--- config.mk ---
export PLATFORM = sky130hd
export DESIGN_NAME = mo_accumulator
export DESIGN_NICKNAME = d
export VERILOG_FILES = /design/src/rtl/mo_adder_pkg.sv /design/src/rtl/full_adder.sv /design/src/rtl/rca_nbit.sv /design/src/rtl/mo_accumulator.sv
export SDC_FILE = /design/constraint.sdc
export NUM_CORES = 1
export LEC_CHECK = 0
export CORE_ASPECT_RATIO = 1.5
export CORE_MARGIN = 10
export CORE_UTILIZATION = 40
export DETAILED_ROUTE_END_ITERATION = 10
export PLACE_DENSITY = 0.68
export SYNTH_ARGS = -nofsm -noshare
export SYNTH_HDL_FRONTEND = slang
export SYNTH_SLANG_ARGS = --single-unit
--- constraint.sdc ---
create_clock -name clk -period 3.85 [get_ports clk]
set_clock_uncertainty 0.1 [all_clocks]
set_input_delay 0.77 -clock clk [delete_from_list [all_inputs] [get_ports clk]]
set_output_delay 0.77 -clock clk [all_outputs]
set_load 0.02 [all_outputs]
--- src/rtl/mo_adder_pkg.sv ---
// Shared types and constants for the multi-operand adder datapath
// (serial accumulator and binary-tree adder stages).
package mo_adder_pkg;

    typedef enum logic {
        ACCUM = 1'b0,
        HOLD  = 1'b1
    } state_e;

    localparam int DEF_WIDTH   = 8;
    localparam int DEF_NUM_OPS = 4;

    // Ceiling log2; clog2(1) == 0. Used only in constant expressions.
    function automatic int clog2(input int value);
        int result;
        int rem;
        result = 0;
        rem    = value - 1;
        for (int i = 0; i < 32; i++) begin
            if (rem > 0) begin
                result = result + 1;
                rem    = rem >> 1;
            end
        end
        return result;
    endfunction

endpackage

--- src/rtl/full_adder.sv ---
// Single-bit full-adder cell shared by the ripple and tree adders.
module full_adder (
    input  logic a,
    input  logic b,
    input  logic cin,
    output logic sum,
    output logic cout
);

    assign sum  = a ^ b ^ cin;
    assign cout = (a & b) | (cin & (a ^ b));

endmodule

--- src/rtl/rca_nbit.sv ---
// N-bit carry-ripple adder: full-adder cells chained carry-to-carry.
module rca_nbit #(
    parameter int N = 8
) (
    input  logic [N-1:0] A,
    input  logic [N-1:0] B,
    input  logic         C0,
    output logic [N-1:0] Sum,
    output logic         Carry
);

    logic [N:0] carry_chain;

    assign carry_chain[0] = C0;
    assign Carry          = carry_chain[N];

    generate
        for (genvar gi = 0; gi < N; gi++) begin : g_fa
            full_adder u_fa (
                .a    (A[gi]),
                .b    (B[gi]),
                .cin  (carry_chain[gi]),
                .sum  (Sum[gi]),
                .cout (carry_chain[gi+1])
            );
        end
    endgenerate

endmodule

--- src/rtl/mo_accumulator.sv ---
// Serial multi-operand accumulator: sums up to NUM_OPS operands per frame
// and hands the frame sum downstream over a valid/ready handshake.
module mo_accumulator
    import mo_adder_pkg::*;
#(
    parameter int WIDTH   = DEF_WIDTH,
    parameter int NUM_OPS = DEF_NUM_OPS
) (
    input  logic                                 clk,
    input  logic                                 rst_n,
    input  logic                                 in_valid,
    output logic                                 in_ready,
    input  logic [WIDTH-1:0]                     in_data,
    input  logic                                 in_last,
    output logic                                 out_valid,
    input  logic                                 out_ready,
    output logic [WIDTH+clog2(NUM_OPS)-1:0]      out_sum,
    output logic [clog2(NUM_OPS+1)-1:0]          out_count
);

    localparam int SUM_W = WIDTH + clog2(NUM_OPS);
    localparam int CNT_W = clog2(NUM_OPS + 1);
    localparam logic [CNT_W-1:0] LAST_CNT = CNT_W'(NUM_OPS - 1);
    localparam logic [CNT_W-1:0] CNT_ONE  = CNT_W'(1);

    state_e             state_q, state_d;
    logic [SUM_W-1:0]   acc_q, acc_d;
    logic [CNT_W-1:0]   cnt_q, cnt_d;
    logic [SUM_W-1:0]   out_sum_q, out_sum_d;
    logic [CNT_W-1:0]   out_count_q, out_count_d;

    logic [SUM_W-1:0]   operand_ext;
    logic [SUM_W-1:0]   add_sum;
    logic               unused_carry;

    // SUM_W > WIDTH always holds because NUM_OPS >= 2.
    assign operand_ext = {{(SUM_W-WIDTH){1'b0}}, in_data};

    rca_nbit #(
        .N (SUM_W)
    ) u_rca (
        .A     (acc_q),
        .B     (operand_ext),
        .C0    (1'b0),
        .Sum   (add_sum),
        .Carry (unused_carry)
    );

    always_ff @(posedge clk or negedge rst_n) begin
        if (!rst_n) begin
            state_q     <= ACCUM;
            acc_q       <= '0;
            cnt_q       <= '0;
            out_sum_q   <= '0;
            out_count_q <= '0;
        end else begin
            state_q     <= state_d;
            acc_q       <= acc_d;
            cnt_q       <= cnt_d;
            out_sum_q   <= out_sum_d;
            out_count_q <= out_count_d;
        end
    end

    always_comb begin
        state_d     = state_q;
        acc_d       = acc_q;
        cnt_d       = cnt_q;
        out_sum_d   = out_sum_q;
        out_count_d = out_count_q;
        in_ready    = (state_q == ACCUM);
        out_valid   = (state_q == HOLD);

        case (state_q)
            ACCUM: begin
                if (in_valid) begin
                    if (in_last || (cnt_q == LAST_CNT)) begin
                        // Frame end: publish and restart the accumulator in one edge.
                        out_sum_d   = add_sum;
                        out_count_d = cnt_q + CNT_ONE;
                        acc_d       = '0;
                        cnt_d       = '0;
                        state_d     = HOLD;
                    end else begin
                        acc_d = add_sum;
                        cnt_d = cnt_q + CNT_ONE;
                    end
                end
            end
            HOLD: begin
                if (out_ready) begin
                    state_d = ACCUM;
                end
            end
            default: state_d = ACCUM;
        endcase
    end

    assign out_sum   = out_sum_q;
    assign out_count = out_count_q;

endmodule

==> run metrics <==
crit end category register; Setup WS post-layout 0.0638 ns; DRC errors left 0; Synth cell types 19; Design Area, Final 1680 µm²; Critical Path Start Type input pin; placed cells 176; post-CTS setup buffers 0; final hold vios 0; vias in the first global route 976; cell taking the most area after synthesis dfrtp_1; first-pass GRT wire length 4710 µm; area grow syn2layout 30.6%; Seq/Total Area, Yosys 52.6%; vias 902; grt ovf 0; Ys Warns 0; outcome finished, final reports clean; slowest cell delay on critical path 0.38 ns; most common cell after layout, fill and taps aside dfrtp_1; CP Cell Sequence buf_8 -> ha_4 -> fa_2 -> inv_2 -> fa_2 -> fa_2 -> fa_2 -> fa_2 -> fa_2 -> fa_2 -> inv_2 -> ha_4 -> mux2_4; fin. max-slew vios 0; required time of the critical path 3.92 ns; Rows 25; Inserted Clock Buffers 3; CTS tree yes; RSZ-0062 raised after global routing false; cell mode on critical path fa_2; slowest CP cell fa_2; clock root cell clkbuf_8; post-DR vias/cell 5.01; Syn Nets 136; Post-Route Utilization 53.6%; final WL 2880 µm; max cap viols 0; PD cells 707 nW/µm²; starting density of the core 41.1%; Min-Delay Path Class register to register; Final HPWL DP 2180 µm; relative slew slack 57.5%; Post-DP Area 1620 µm²; DRT iter0 DRCs 20; final worst-path cycle share 98.3%; CP Class input pin to register; wire per inst 16.0 µm; die area 5930 µm²; register area 676 µm²; RD Place Congestion 0.746; area of the multi-input gates 557 µm²; TNS Setup 0 ns; die width 66.3 µm; Global Route Usage Sum 10.4%; fill cell count 285; post-layout min period 3.79 ns; Mapped Area 1280 µm²; clock sink total 27; worst vdd ir 0.288 mV; Synth top area share 52.6%; n_diodes 0; CTS clk-pin slew, worst paths 0.09 ns; hold_ws 0.391 ns; htree depth 1; TritonRoute pass-1 iters 4; Die Y-Extent 89.4 µm; Skew-Pair Late Insertion Delay 0.27 ns; # IOs 28; initial antenna violation count 0; ANT nets after route 0; fin nets 165; static leakage power 0.733 nW; post-synthesis register bit count 27; Clock Path Buffers 2; maximum number of pins on one net before global-route repair 28; Worst-Margin Slew 0.637 ns; critical path fanouts, max 2; FMAX 264 MHz; Arr. time, crit path 3.86 ns; Mapped Cells 112; Syn Area/Cell 11.5 µm²; pre-CTS setup slack -0.720 ns; fin cells 180; layout cells sized above 1 17.1%; PortBufs 27; commonest cells after routing, fill and taps aside dfrtp_1 (27), clkdlybuf4s50_1 (24), o21ai_0 (18); largest cells by area after synthesis dfrtp_1 (53%), fa_1 (11%), o21ai_0 (7.8%); Final Power 1.19 mW; core area 3130 µm²; final setup vio count 0
critical path, delay by kind of cell:
kind / cells / cell delay, ns
adders and majority gates: 9 / 2.63
buffers and inverters: 3 / 0.19
muxes: 1 / 0.26
routing by layer:
metal / up-vias / share of wire [%] / global-route usage, %
li1: 426 / - / -
met1: 446 / 39 / 11.3
met2: 23 / 53 / 18.2
met3: 7 / 4.8 / 1.76
met4: 0 / 3.4 / 6.12
met5: - / 0 / 0
area by class of cell:
| cell class | instances | area share [%] |
|---|---|---|
| clock inverter | 1 | 0.298 |
| clock buffer | 3 | 2.46 |
| sequential | 27 | 40.3 |
| timing repair buffer | 29 | 17.2 |
| tap | 40 | 2.98 |
| inverter | 16 | 3.58 |
| multi-input combinational | 64 | 33.2 |
registers in the layout, indices dropped and copies added (netlist names):
| register | flops |
|---|---|
| acc_q | 10 |
| cnt_q | 3 |
| out_count | 3 |
| out_sum | 10 |
| out_valid | 1 |
worst paths after layout:
check	startpoint	end	slack [ns]	cells after the start
setup / recovery	in_data[0]	out_sum[8]	0.06	13
hold / removal	acc_q[5]	acc_q[5]	0.39	2
setup reg to reg	acc_q[0]	out_sum[8]	0.19	12
hold reg to reg	acc_q[5]	acc_q[5]	0.39	2
max in group asynchronous	rst_n	out_sum[4]	2.63	2
min in group asynchronous	rst_n	acc_q[1]	0.77	2
cell usage after synthesis (all sizes together):
| library cell | instances |
|---|---|
| nand3 | 1 |
| nor3 | 2 |
| ha | 4 |
| dfrtp | 27 |
| nand2 | 8 |
| inv | 16 |
| or2 | 1 |
| nor2 | 1 |
| a22o | 4 |
| nand2b | 2 |
| buf | 2 |
| clkbuf | 3 |
| o21ai | 29 |
| fa | 7 |
| mux2 | 4 |
| xnor2 | 1 |
power by group:
part	total, mW	internal, mW	switching, mW
logic	0.563	0.284	0.279
clock network	0.160	0.0726	0.0879
registers	0.462	0.396	0.0664
total	1.19	0.752	0.433
cell families (layout without fill, tap and decap cells):
group,count (synthesis),count (layout),share of synthesized area [%]
flops,27,27,52.6
buf+inv,21,49,7.40
xor+xnor,1,1,0.682
simple gates,15,15,5.84
fa+ha+maj,11,11,14.8
mux,4,4,4.67
compound gates,33,33,14.0
repair_timing:
item | 4_1_cts | 5_1_grt
hold buffers | 0 | 0
endpoints found under the setup margin | 6 | 4
gates resized for setup | 13 | 1
pin swaps | 7 | 3
gates cloned | 0 | 0
Power figures use the tool's default switching activity.
